$ cat src/rtl/alu_pkg.sv
// Shared opcode encodings and FSM state type for the sequential ALU.
package alu_pkg;

  localparam logic [3:0] OP_AND = 4'b0000;
  localparam logic [3:0] OP_OR  = 4'b0001;
  localparam logic [3:0] OP_ADD = 4'b0010;
  localparam logic [3:0] OP_SUB = 4'b0110;
  localparam logic [3:0] OP_SLT = 4'b0111;
  localparam logic [3:0] OP_NOR = 4'b1100;
  localparam logic [3:0] OP_SLL = 4'b1000;
  localparam logic [3:0] OP_SRL = 4'b1001;
  localparam logic [3:0] OP_MUL = 4'b1010;

  typedef enum logic [1:0] {
    ST_IDLE  = 2'd0,
    ST_SHIFT = 2'd1,
    ST_MUL   = 2'd2
  } state_e;

endpackage

$ cat src/rtl/alu_core.sv
// Combinational single-cycle datapath: logic ops, add/sub, signed compare and flags.
// Shift opcodes pass b through (the zero-distance shift); illegal codes give zero.
module alu_core import alu_pkg::*; #(
  parameter int WIDTH = 32
) (
  input  logic [3:0]       alu_ctrl,
  input  logic [WIDTH-1:0] a,
  input  logic [WIDTH-1:0] b,
  output logic [WIDTH-1:0] r,
  output logic             z,
  output logic             v,
  output logic             cout
);

  logic             sub_s;
  logic [WIDTH-1:0] bx_s;
  logic [WIDTH:0]   sum_s;
  logic             cin_msb_s;
  logic             ovf_s;

  // SLT reuses the subtractor so its sign/overflow match SUB exactly
  assign sub_s     = (alu_ctrl == OP_SUB) || (alu_ctrl == OP_SLT);
  assign bx_s      = sub_s ? ~b : b;
  assign sum_s     = {1'b0, a} + {1'b0, bx_s} + {{WIDTH{1'b0}}, sub_s};
  assign cin_msb_s = a[WIDTH-1] ^ bx_s[WIDTH-1] ^ sum_s[WIDTH-1];
  assign ovf_s     = cin_msb_s ^ sum_s[WIDTH];
  assign z         = (r == {WIDTH{1'b0}});

  // Result and arithmetic flag selection
  always_comb begin
    r    = {WIDTH{1'b0}};
    v    = 1'b0;
    cout = 1'b0;
    case (alu_ctrl)
      OP_AND: r = a & b;
      OP_OR:  r = a | b;
      OP_NOR: r = ~(a | b);
      OP_ADD, OP_SUB: begin
        r    = sum_s[WIDTH-1:0];
        v    = ovf_s;
        cout = sum_s[WIDTH];
      end
      OP_SLT: r = {{(WIDTH-1){1'b0}}, sum_s[WIDTH-1] ^ ovf_s};
      OP_SLL, OP_SRL: r = b;
      default: r = {WIDTH{1'b0}};
    endcase
  end

endmodule

$ cat src/rtl/alu_seq.sv
// Sequential ALU: single-cycle ops via alu_core, bit-serial shifts and a
// shift-add multiplier. Outputs are registered and only change with done.
module alu_seq import alu_pkg::*; #(
  parameter int WIDTH = 32,
  parameter int SHW   = $clog2(WIDTH)
) (
  input  logic             clk,
  input  logic             rst_n,
  input  logic             start,
  input  logic [3:0]       alu_ctrl,
  input  logic [WIDTH-1:0] a,
  input  logic [WIDTH-1:0] b,
  input  logic [SHW-1:0]   shamt,
  output logic [WIDTH-1:0] r,
  output logic [WIDTH-1:0] mul_hi,
  output logic             z,
  output logic             v,
  output logic             cout,
  output logic             busy,
  output logic             done
);

  localparam int CW = $clog2(WIDTH + 1);

  state_e             state_r;
  logic [CW-1:0]      cnt_r;
  logic               left_r;
  logic [WIDTH-1:0]   sh_r;
  logic [WIDTH-1:0]   mcand_r;
  logic [2*WIDTH-1:0] prod_r;
  logic [WIDTH-1:0]   r_r;
  logic [WIDTH-1:0]   hi_r;
  logic               z_r;
  logic               v_r;
  logic               cout_r;
  logic               busy_r;
  logic               done_r;

  logic [WIDTH-1:0]   core_r_s;
  logic               core_z_s;
  logic               core_v_s;
  logic               core_c_s;
  logic [WIDTH-1:0]   sh_next_s;
  logic [WIDTH:0]     madd_s;
  logic [2*WIDTH-1:0] prod_next_s;
  logic               last_s;

  alu_core #(.WIDTH(WIDTH)) u_core (
    .alu_ctrl (alu_ctrl),
    .a        (a),
    .b        (b),
    .r        (core_r_s),
    .z        (core_z_s),
    .v        (core_v_s),
    .cout     (core_c_s)
  );

  // Product register holds {partial high, remaining multiplier bits}
  assign sh_next_s   = left_r ? {sh_r[WIDTH-2:0], 1'b0} : {1'b0, sh_r[WIDTH-1:1]};
  assign madd_s      = {1'b0, prod_r[2*WIDTH-1:WIDTH]} + {1'b0, mcand_r};
  assign prod_next_s = prod_r[0] ? {madd_s, prod_r[WIDTH-1:1]}
                                 : {1'b0, prod_r[2*WIDTH-1:1]};
  assign last_s      = (cnt_r == CW'(1));

  // FSM, iteration datapath and registered result/flags
  always_ff @(posedge clk) begin
    if (!rst_n) begin
      state_r <= ST_IDLE;
      cnt_r   <= {CW{1'b0}};
      left_r  <= 1'b0;
      sh_r    <= {WIDTH{1'b0}};
      mcand_r <= {WIDTH{1'b0}};
      prod_r  <= {(2*WIDTH){1'b0}};
      r_r     <= {WIDTH{1'b0}};
      hi_r    <= {WIDTH{1'b0}};
      z_r     <= 1'b1;
      v_r     <= 1'b0;
      cout_r  <= 1'b0;
      busy_r  <= 1'b0;
      done_r  <= 1'b0;
    end else begin
      done_r <= 1'b0;
      case (state_r)
        ST_IDLE: begin
          if (start) begin
            if ((alu_ctrl == OP_SLL || alu_ctrl == OP_SRL) && (shamt != {SHW{1'b0}})) begin
              sh_r    <= b;
              left_r  <= (alu_ctrl == OP_SLL);
              cnt_r   <= CW'(shamt);
              busy_r  <= 1'b1;
              state_r <= ST_SHIFT;
            end else if (alu_ctrl == OP_MUL) begin
              prod_r  <= {{WIDTH{1'b0}}, b};
              mcand_r <= a;
              cnt_r   <= CW'(WIDTH);
              busy_r  <= 1'b1;
              state_r <= ST_MUL;
            end else begin
              r_r    <= core_r_s;
              hi_r   <= {WIDTH{1'b0}};
              z_r    <= core_z_s;
              v_r    <= core_v_s;
              cout_r <= core_c_s;
              done_r <= 1'b1;
            end
          end
        end
        ST_SHIFT: begin
          sh_r  <= sh_next_s;
          cnt_r <= cnt_r - CW'(1);
          if (last_s) begin
            r_r     <= sh_next_s;
            hi_r    <= {WIDTH{1'b0}};
            z_r     <= (sh_next_s == {WIDTH{1'b0}});
            v_r     <= 1'b0;
            cout_r  <= 1'b0;
            busy_r  <= 1'b0;
            done_r  <= 1'b1;
            state_r <= ST_IDLE;
          end
        end
        ST_MUL: begin
          prod_r <= prod_next_s;
          cnt_r  <= cnt_r - CW'(1);
          if (last_s) begin
            r_r     <= prod_next_s[WIDTH-1:0];
            hi_r    <= prod_next_s[2*WIDTH-1:WIDTH];
            z_r     <= (prod_next_s == {(2*WIDTH){1'b0}});
            v_r     <= 1'b0;
            cout_r  <= 1'b0;
            busy_r  <= 1'b0;
            done_r  <= 1'b1;
            state_r <= ST_IDLE;
          end
        end
        default: begin
          busy_r  <= 1'b0;
          state_r <= ST_IDLE;
        end
      endcase
    end
  end

  assign r      = r_r;
  assign mul_hi = hi_r;
  assign z      = z_r;
  assign v      = v_r;
  assign cout   = cout_r;
  assign busy   = busy_r;
  assign done   = done_r;

endmodule

$ cat config.mk
export PLATFORM = sky130hd
export DESIGN_NAME = alu_seq
export DESIGN_NICKNAME = d
export VERILOG_FILES = /design/src/rtl/alu_pkg.sv /design/src/rtl/alu_core.sv /design/src/rtl/alu_seq.sv
export SDC_FILE = /design/constraint.sdc
export NUM_CORES = 1
export LEC_CHECK = 0
export ABC_CLOCK_PERIOD_IN_PS = 6800
export BUFFER_PORTS_ARGS = -buffer_cell sky130_fd_sc_hd__clkbuf_2
export CORE_ASPECT_RATIO = 1.25
export CORE_UTILIZATION = 51
export CTS_BUF_LIST = sky130_fd_sc_hd__clkbuf_4
export CTS_CLUSTER_DIAMETER = 60
export DETAILED_ROUTE_END_ITERATION = 8
export GPL_ROUTABILITY_DRIVEN = 0
export PLACE_DENSITY = 0.71
export SLEW_MARGIN = 20
export SYNTH_ARGS = -nofsm -noshare
export SYNTH_HDL_FRONTEND = slang
export SYNTH_SLANG_ARGS = --single-unit
$ cat constraint.sdc
create_clock -name clk -period 6.8 [get_ports clk]
set_input_delay 1.02 -clock clk [delete_from_list [all_inputs] [get_ports clk]]
set_output_delay 1.02 -clock clk [all_outputs]
set_load 0.01 [all_outputs]
==> results by group, run 1 <==
Status
  – Outcome: finished clean

STA
  – Rel. slew slack: 0.240
  – Maximum achievable frequency: 213 MHz
  – Final hold vios: 0
  – Endpoints failing setup: 0
  – Unrepaired setup endpoints after global routing: no
  – Setup total negative slack: 0 ps
  – Clk_skew: 38.2 ps
  – Share of the clock period used by the worst path: 0.689
  – Time the worst path needs with I/O delays and setup: 4690 ps
  – Actual transition at the worst max-transition pin: 1140 ps
  – Final number of max-transition violations: 0

Critical path
  – Cell type of the slowest stage on the worst timing path: sky130_fd_sc_hd__or4_1
  – Worst R2R Start: state_r[0]
  – Crit Path Max Fanout: 26
  – Timing startpoint of the critical path: alu_ctrl[3]
  – Critical path launch point type: primary input
  – Sequence of cells on the critical path: clkbuf_2, inv_1, nand3_2, buf_4, xnor2_1, ha_1, a21oi_1, a21oi_1, a311oi_2, nor3b_2, a2111oi_0, a211oi_2, nand4_1, or4_1, nor4_1, a21oi_1, a21oi_1
  – Number of buffers and inverters on the critical path: 3
  – Endpoint required time on the critical path: 7470 ps
  – Worst setup path category: in -> reg
  – WP data arrival: 5360 ps
  – Reg-to-reg slack, setup: 2690 ps
  – Worst R2R Path Depth: 12
  – CP max stage delay: 490 ps
  – CP delay by family, top: simple AND/OR/NAND/NOR gates
  – Most numerous cell on the critical path: sky130_fd_sc_hd__a21oi_1
  – Sort of element at the end of the critical path: flip-flop
  – End of the worst register-to-register path: z

Power and ir drop
  – Power per standard cell area: 213 nW/um^2
  – Max rail drop VDD: 0.128 mV
  – Total Power Consumption: 0.00348 W
  – P_leak: 6.12 nW

GRT
  – Global route total overflow: 0
  – Met1 usage in global routing: 0.426
  – Number of global-route vias before repair: 14808
  – Global routing usage on met3: 0.0647
  – Antenna violations before repair: 1
  – Wire length of the first global-routing pass: 82.2 mm
  – Pin count of the biggest net entering global routing: 152
  – Global router's overall resource usage: 0.355
  – Met2 track demand over resource in global routing: 0.578
  – Global route hottest layer: met2

Clocking
  – Clock latency of the later-clocked register in the worst-skew pair: 740 ps
  – Gates resized, CTS repair: 0
  – Number of buffers inserted to repair setup after CTS: 0
  – Cell at the root of the clock tree: sky130_fd_sc_hd__clkbuf_4
  – Num CTS Buffers: 53
  – Worst-path clk slew: 70 ps
  – Clock sink count: 206
  – Buffer levels on the longest clock path: 3
  – Number of buffers inserted by hold repair at cts: 0
  – TritonCTS clock tree: yes
  – Maximum level of the CTS H-tree: 2

Logic synthesis
  – Portion of netlist area occupied by mux cells: 0.0393
  – Netlist Area Pre-Place: 14900 sq um
  – Post-synthesis sequential area ratio: 0.278
  – Synthesis Warnings: 0
  – Average instance area after synthesis: 7.27 sq um
  – Number of flops mapped to enable cells by yosys: 0
  – Net count after synthesis: 2192
  – Main flop type after synthesis: sky130_fd_sc_hd__dfxtp_1
  – Number of cells produced by synthesis: 2043
  – Library cells used by synthesis: 91
  – Post-synthesis compound-gate area fraction: 0.288
  – Main combinational cell family by area after synthesis: compound AO/OA/AOI/OAI gates
  – Synthesized flop and latch total: 206
  – Share of flip-flops with an asynchronous set or reset after synthesis: 0
  – Synthesized-area fraction occupied by and/or/nand/nor cells: 0.244
  – Share of synthesized cell area in full adder, half adder and majority cells: 0.0625
  – Synth Area in XOR/XNOR: 0.0407

Floorplan
  – Die Span Y: 193 um
  – Number of placement rows: 69
  – Total Die Area: 29800 sq um
  – Core box area: 28600 sq um
  – I/O pins: 145
  – Die W: 155 um
  – Starting utilization of the core area: 0.520

Finish
  – Total area of multi-input combinational cells: 10100 sq um
  – Post-layout net count: 2272
  – Syn-to-layout area delta: 10.1%
  – Count of fill cells added during filler insertion: 2767
  – Fraction of layout cells with a size suffix above 1: 0.143
  – Footprint of the flip-flops and latches: 4130 sq um
  – Non-filler cells in the finished layout: 2546
  – Utilization of the core after routing: 0.572

Placed design
  – Number of cells in the design after placement: 2458
  – IO buf count: 144
  – HPWL Detailed: 38.9 mm

Min path
  – Destination of the worst hold path: mul_hi[23]
  – Path category of the worst min-delay check: reg -> reg
  – Count of cells along the worst hold path: 2
  – Start point of the worst hold path: mul_hi[23]

Detailed routing
  – Residual DRC: 0
  – DR vias/cell: 6.41
  – Number of detailed-routing iterations run before antenna repair: 6
  – WL final: 53.5 mm
  – DRC violation total after the first TritonRoute iteration: 1802
  – Post-DRT Antenna Nets: 0
  – Total number of vias: 16324
  – Per-cell routed wire length: 21.0 um

Job
  – Max_cap viols: 0
==> cell usage in the layout, fill, tap and decap left out, drive strengths merged, types with 8 or more instances in the layout <==
master / count
nand3b: 11
xnor2: 51
clkbuf: 218
a211oi: 25
nand2: 399
nor2: 151
o21bai: 9
o21a: 20
xor2: 18
buf: 24
nand4: 28
dfxtp: 206
nor4: 21
nor3: 47
and3: 8
mux2: 10
clkinv: 12
a31oi: 22
inv: 35
and2: 10
a21oi: 268
ha: 71
o22ai: 13
nand3: 46
a211o: 14
a311oi: 31
nor2b: 16
o211ai: 77
a21o: 28
o21ai: 96
nor3b: 10
or3: 13
nand2b: 11
mux2i: 47
==> power breakdown <==
group          internal, W  switching, W
Combinational     0.000351      0.000785
Sequential         0.00127     0.0000541
Clock             0.000496      0.000524
Total              0.00212       0.00136
==> through the flow <==
step / hold slack (ps) / cell area [sq um] / worst slack [ps]
6_report: 452 / 16400 / 2110
3_3_place_gp: 443 / 15700 / 1510
4_1_cts: 455 / 16400 / 2220
3_5_place_dp: 446 / 15700 / 1470
2_1_floorplan: 440 / 14900 / 1570
5_1_grt: 473 / 16400 / 1820
==> registers in the layout (all words and copies together) (netlist names) <==
| signal | flops |
|---|---|
| cout | 1 |
| left_r | 1 |
| cnt_r | 6 |
| busy | 1 |
| v | 1 |
| r | 32 |
| state_r | 2 |
| sh_r | 32 |
| z | 1 |
| mul_hi | 32 |
| prod_r | 64 |
| mcand_r | 32 |
| done | 1 |
==> cell families (layout without fill, tap and decap cells) <==
| family | after synthesis | count (layout) |
|---|---|---|
| muxes | 57 | 57 |
| and+or+nand+nor | 801 | 801 |
| other | 0 | 1 |
| DFF | 206 | 206 |
| AOI/OAI and AO/OA | 660 | 660 |
| xor gates and xnor gates | 69 | 69 |
| adders and majority gates | 73 | 73 |
| buffers and inverters | 177 | 289 |
==> cell usage after synthesis, types with 14 or more instances <==
| cell | count | share of area |
|---|---|---|
| sky130_fd_sc_hd__nor2b_1 | 15 | 0.0063 |
| sky130_fd_sc_hd__dfxtp_1 | 206 | 0.28 |
| sky130_fd_sc_hd__nor2_1 | 151 | 0.038 |
| sky130_fd_sc_hd__xor2_1 | 18 | 0.011 |
| sky130_fd_sc_hd__a31oi_1 | 20 | 0.0084 |
| sky130_fd_sc_hd__xnor2_1 | 51 | 0.030 |
| sky130_fd_sc_hd__o21a_1 | 20 | 0.010 |
| sky130_fd_sc_hd__o21ai_0 | 79 | 0.027 |
| sky130_fd_sc_hd__o211ai_1 | 75 | 0.038 |
| sky130_fd_sc_hd__a21oi_1 | 263 | 0.089 |
| sky130_fd_sc_hd__nand3_1 | 45 | 0.015 |
| sky130_fd_sc_hd__a311oi_1 | 29 | 0.017 |
| sky130_fd_sc_hd__nand4_1 | 28 | 0.012 |
| sky130_fd_sc_hd__o21ai_1 | 14 | 0.0047 |
| sky130_fd_sc_hd__a211oi_1 | 24 | 0.012 |
| sky130_fd_sc_hd__inv_1 | 32 | 0.0081 |
| sky130_fd_sc_hd__clkbuf_1 | 114 | 0.029 |
| sky130_fd_sc_hd__nor3_1 | 47 | 0.016 |
| sky130_fd_sc_hd__nand2_1 | 399 | 0.10 |
| sky130_fd_sc_hd__a21o_1 | 28 | 0.014 |
| sky130_fd_sc_hd__ha_1 | 71 | 0.060 |
| sky130_fd_sc_hd__mux2i_1 | 47 | 0.032 |
| sky130_fd_sc_hd__nor4_1 | 21 | 0.0088 |
==> area by class of cell <==
class / count / area share
Multi-Input combinational cell: 1660 / 0.616
Sequential cell: 206 / 0.252
Timing Repair Buffer: 168 / 0.0558
Clock buffer: 74 / 0.0340
Tap cell: 390 / 0.0298
Inverter: 34 / 0.00826
Clock inverter: 13 / 0.00329
Antenna cell: 1 / 0.000153
==> layer usage <==
metal  wire [um]  part of all wire
met5           0                 0
met4        3770             0.070
met3        5510              0.10
met2       24100              0.45
met1       20200              0.38
==> worst max-delay path by stage <==
stage | endpoint | cells past startpoint
final | z | 17
after CTS | z | 17
after global placement | z | 17
after global routing | z | 17
after floorplan | z | 19
after detailed placement | z | 17
==> worst register-to-register path, stage by stage, from the launching register on <==
cell and delay (ps):
sky130_fd_sc_hd__dfxtp_1 400, sky130_fd_sc_hd__inv_1 90, sky130_fd_sc_hd__ha_2 340, sky130_fd_sc_hd__inv_2 50, sky130_fd_sc_hd__nor4_1 720, sky130_fd_sc_hd__nand4_1 430
sky130_fd_sc_hd__nor4_1 410, sky130_fd_sc_hd__nand2_1 120, sky130_fd_sc_hd__nor4_1 420, sky130_fd_sc_hd__nand4_1 140, sky130_fd_sc_hd__nor4_1 420, sky130_fd_sc_hd__nand4_1 320
sky130_fd_sc_hd__a21oi_1 220
Power figures use the tool's default switching activity.
==> run 2: changes to the inputs <==
--- a/config.mk
+++ b/config.mk
@@ -5,7 +5,7 @@
 export SDC_FILE = /design/constraint.sdc
 export NUM_CORES = 1
 export LEC_CHECK = 0
-export ABC_CLOCK_PERIOD_IN_PS = 6800
+export ABC_CLOCK_PERIOD_IN_PS = 3820
 export BUFFER_PORTS_ARGS = -buffer_cell sky130_fd_sc_hd__clkbuf_2
 export CORE_ASPECT_RATIO = 1.25
 export CORE_UTILIZATION = 51
@@ -13,7 +13,7 @@
 export CTS_CLUSTER_DIAMETER = 60
 export DETAILED_ROUTE_END_ITERATION = 8
 export GPL_ROUTABILITY_DRIVEN = 0
-export PLACE_DENSITY = 0.71
+export PLACE_DENSITY = 0.74
 export SLEW_MARGIN = 20
 export SYNTH_ARGS = -nofsm -noshare
 export SYNTH_HDL_FRONTEND = slang
==> constraint.sdc (replaced) <==
create_clock -name clk -period 3.82 [get_ports clk]
set_input_delay 0.573 -clock clk [delete_from_list [all_inputs] [get_ports clk]]
set_output_delay 0.573 -clock clk [all_outputs]
set_load 0.01 [all_outputs]
==> results by group, run 2 (synthesized netlist as in run 1, its figures left out) <==
Finish
  – Commonest non-fill, non-tap cell in the layout: sky130_fd_sc_hd__nand2_1 (unchanged)
  – Final cell area excluding filler cells: 17500 sq um (was 16400 sq um)
  – Commonest cells after routing, fill and taps aside: sky130_fd_sc_hd__nand2_1 (399), sky130_fd_sc_hd__a21oi_1 (260), sky130_fd_sc_hd__dfxtp_1 (204) (was sky130_fd_sc_hd__nand2_1 (399), sky130_fd_sc_hd__a21oi_1 (262), sky130_fd_sc_hd__dfxtp_1 (204))
  – Fraction of layout cells with a size suffix above 1: 0.193 (was 0.143)
  – Max FFs per register: 64 (unchanged)
  – Non-filler cells in the finished layout: 2681 (was 2546)
  – Count of fill cells added during filler insertion: 2605 (was 2767)
  – Syn-to-layout area delta: 17.6% (was 10.1%)
  – Biggest register: prod_r (unchanged)
  – Total area of multi-input combinational cells: 10100 sq um (about the same)
  – Post-layout net count: 2404 (was 2272)
  – Footprint of the flip-flops and latches: 4130 sq um (unchanged)

Critical path
  – Worst setup path category: reg -> reg (was in -> reg)
  – Endpoint required time on the critical path: 4460 ps (was 7470 ps)
  – Sort of element at the end of the critical path: flip-flop (unchanged)
  – End of the worst register-to-register path: z (unchanged)
  – Worst R2R Path Depth: 13 (was 12)
  – Crit Path Max Fanout: 6 (was 26)
  – Critical path launch point type: flip-flop (was primary input)
  – Worst R2R Start: mcand_r[0] (was state_r[0])
  – Reg-to-reg slack, setup: 230 ps (was 2690 ps)
  – WP data arrival: 4230 ps (was 5360 ps)

Floorplan
  – I/O pins: 145 (unchanged)
  – Starting utilization of the core area: 0.520 (unchanged)
  – Total Die Area: 29800 sq um (unchanged)
  – Die Span Y: 193 um (unchanged)
  – Number of placement rows: 69 (unchanged)
  – Core box area: 28600 sq um (unchanged)
  – Die W: 155 um (unchanged)

Detailed routing
  – Residual DRC: 0 (unchanged)
  – DR vias/cell: 6.16 (was 6.41)
  – DRC violation total after the first TritonRoute iteration: 1569 (was 1802)
  – WL final: 50.8 mm (was 53.5 mm)
  – Total number of vias: 16521 (was 16324)
  – Per-cell routed wire length: 18.9 um (was 21.0 um)
  – Number of detailed-routing iterations run before antenna repair: 5 (was 6)
  – Post-DRT Antenna Nets: 0 (unchanged)

Power and ir drop
  – Power per standard cell area: 365 nW/um^2 (was 213 nW/um^2)
  – P_leak: 6.77 nW (was 6.12 nW)
  – Max rail drop VDD: 0.226 mV (was 0.128 mV)
  – Total Power Consumption: 0.00637 W (was 0.00348 W)

Placed design
  – IO buf count: 144 (unchanged)
  – HPWL Detailed: 38.0 mm (was 38.9 mm)
  – Placement Cell Area: 16800 sq um (was 15700 sq um)
  – Number of cells in the design after placement: 2592 (was 2458)
  – Post-place setup slack: -388 ps (was 1470 ps)

Job
  – Max_cap viols: 0 (unchanged)

GRT
  – Pin count of the biggest net entering global routing: 121 (was 152)
  – Wire length of the first global-routing pass: 79.6 mm (was 82.2 mm)
  – Antenna violations before repair: 2 (was 1)
  – Global router's overall resource usage: 0.336 (was 0.355)
  – Number of global-route vias before repair: 15362 (was 14808)
  – Global route total overflow: 0 (unchanged)

STA
  – Actual transition at the worst max-transition pin: 1010 ps (was 1140 ps)
  – Unrepaired setup endpoints after global routing: no (unchanged)
  – Crit path setup slack, layout: 230 ps (was 2110 ps)
  – Clk_skew: 46.0 ps (was 38.2 ps)
  – Final hold vios: 0 (unchanged)
  – Maximum achievable frequency: 279 MHz
  – Time the worst path needs with I/O delays and setup: 3590 ps
  – Setup total negative slack: 0 ps (unchanged)
  – Final number of max-transition violations: 0 (unchanged)
  – Endpoints failing setup: 0 (unchanged)
  – Share of the clock period used by the worst path: 0.940
  – Rel. slew slack: 0.323 (was 0.240)

Min path
  – Start point of the worst hold path: a[2] (was mul_hi[23])
  – Path category of the worst min-delay check: in -> reg (was reg -> reg)
  – Destination of the worst hold path: mcand_r[2] (was mul_hi[23])
  – Count of cells along the worst hold path: 3 (was 2)

Clocking
  – Number of buffers inserted to repair setup after CTS: 0 (unchanged)
  – Clock latency of the later-clocked register in the worst-skew pair: 730 ps (was 740 ps)
  – Worst-path clk slew: 70 ps (about the same)
  – Maximum level of the CTS H-tree: 2 (unchanged)
  – TritonCTS clock tree: yes (unchanged)
  – Buffer levels on the longest clock path: 3 (unchanged)
  – Num CTS Buffers: 51 (was 53)
  – Cell at the root of the clock tree: sky130_fd_sc_hd__clkbuf_4 (unchanged)
  – Clock sink count: 206 (unchanged)

Status
  – Outcome: finished clean (unchanged)
## run 2: layer usage
layer,wire (um),track usage,vias up
li1,-,-,7857
met1,19700,0.409,7595
met2,23100,0.554,870
met3,4950,0.0559,197
met4,3040,0.209,2
met5,13,0,-
## run 2: layout make-up
type                    count  share of cell area
clock inverters            19             0.00437
repair buffers            302               0.115
inverters                  34             0.00759
multi-input cells        1660               0.579
well taps                 390              0.0279
flip-flops and latches    206               0.236
clock buffers              69              0.0297
diodes                      1            0.000143
## run 2: metrics by stage
stage / hold slack, ps / util
after floorplan: 440 / -
after global placement: 444 / 0.590
after detailed placement: 448 / 0.590
after CTS: 137 / 0.610
after global routing: 171 / 0.611
final: 178 / 0.611
## run 2: power breakdown
part / switching (W) / internal, W / total (W)
logic: 0.00139 / 0.000840 / 0.00223
registers: 0.0000910 / 0.00227 / 0.00236
clock network: 0.000943 / 0.000835 / 0.00178
## run 2: worst max-delay path by stage
stage / slack (ps) / end / depth (start not counted) / startpoint
after floorplan: -190 / z / 19 / alu_ctrl[2]
final: 230 / z / 13 / mcand_r[0]
after global routing: 90 / z / 17 / alu_ctrl[3]
after CTS: 100 / z / 13 / prod_r[34]
after global placement: -370 / z / 17 / alu_ctrl[3]
after detailed placement: -390 / z / 17 / alu_ctrl[3]
## run 2: worst max-delay path: stages (launching register included)
cell and delay [ps]:
sky130_fd_sc_hd__dfxtp_1 320, sky130_fd_sc_hd__ha_1 230, sky130_fd_sc_hd__fa_1 420, sky130_fd_sc_hd__a21o_1 190, sky130_fd_sc_hd__nand4_1 170, sky130_fd_sc_hd__a21oi_2 100
sky130_fd_sc_hd__o211a_4 290, sky130_fd_sc_hd__o211ai_4 240, sky130_fd_sc_hd__a21o_1 200, sky130_fd_sc_hd__xnor2_1 110, sky130_fd_sc_hd__a2111o_1 430, sky130_fd_sc_hd__nor4_2 340
sky130_fd_sc_hd__nand4_1 250, sky130_fd_sc_hd__a21oi_1 200
## run 2: timing repair
action / in CTS / in global routing
setup endpoints to repair: 0 / 1
hold buffers: 0 / 0
gates resized for setup: 0 / 4
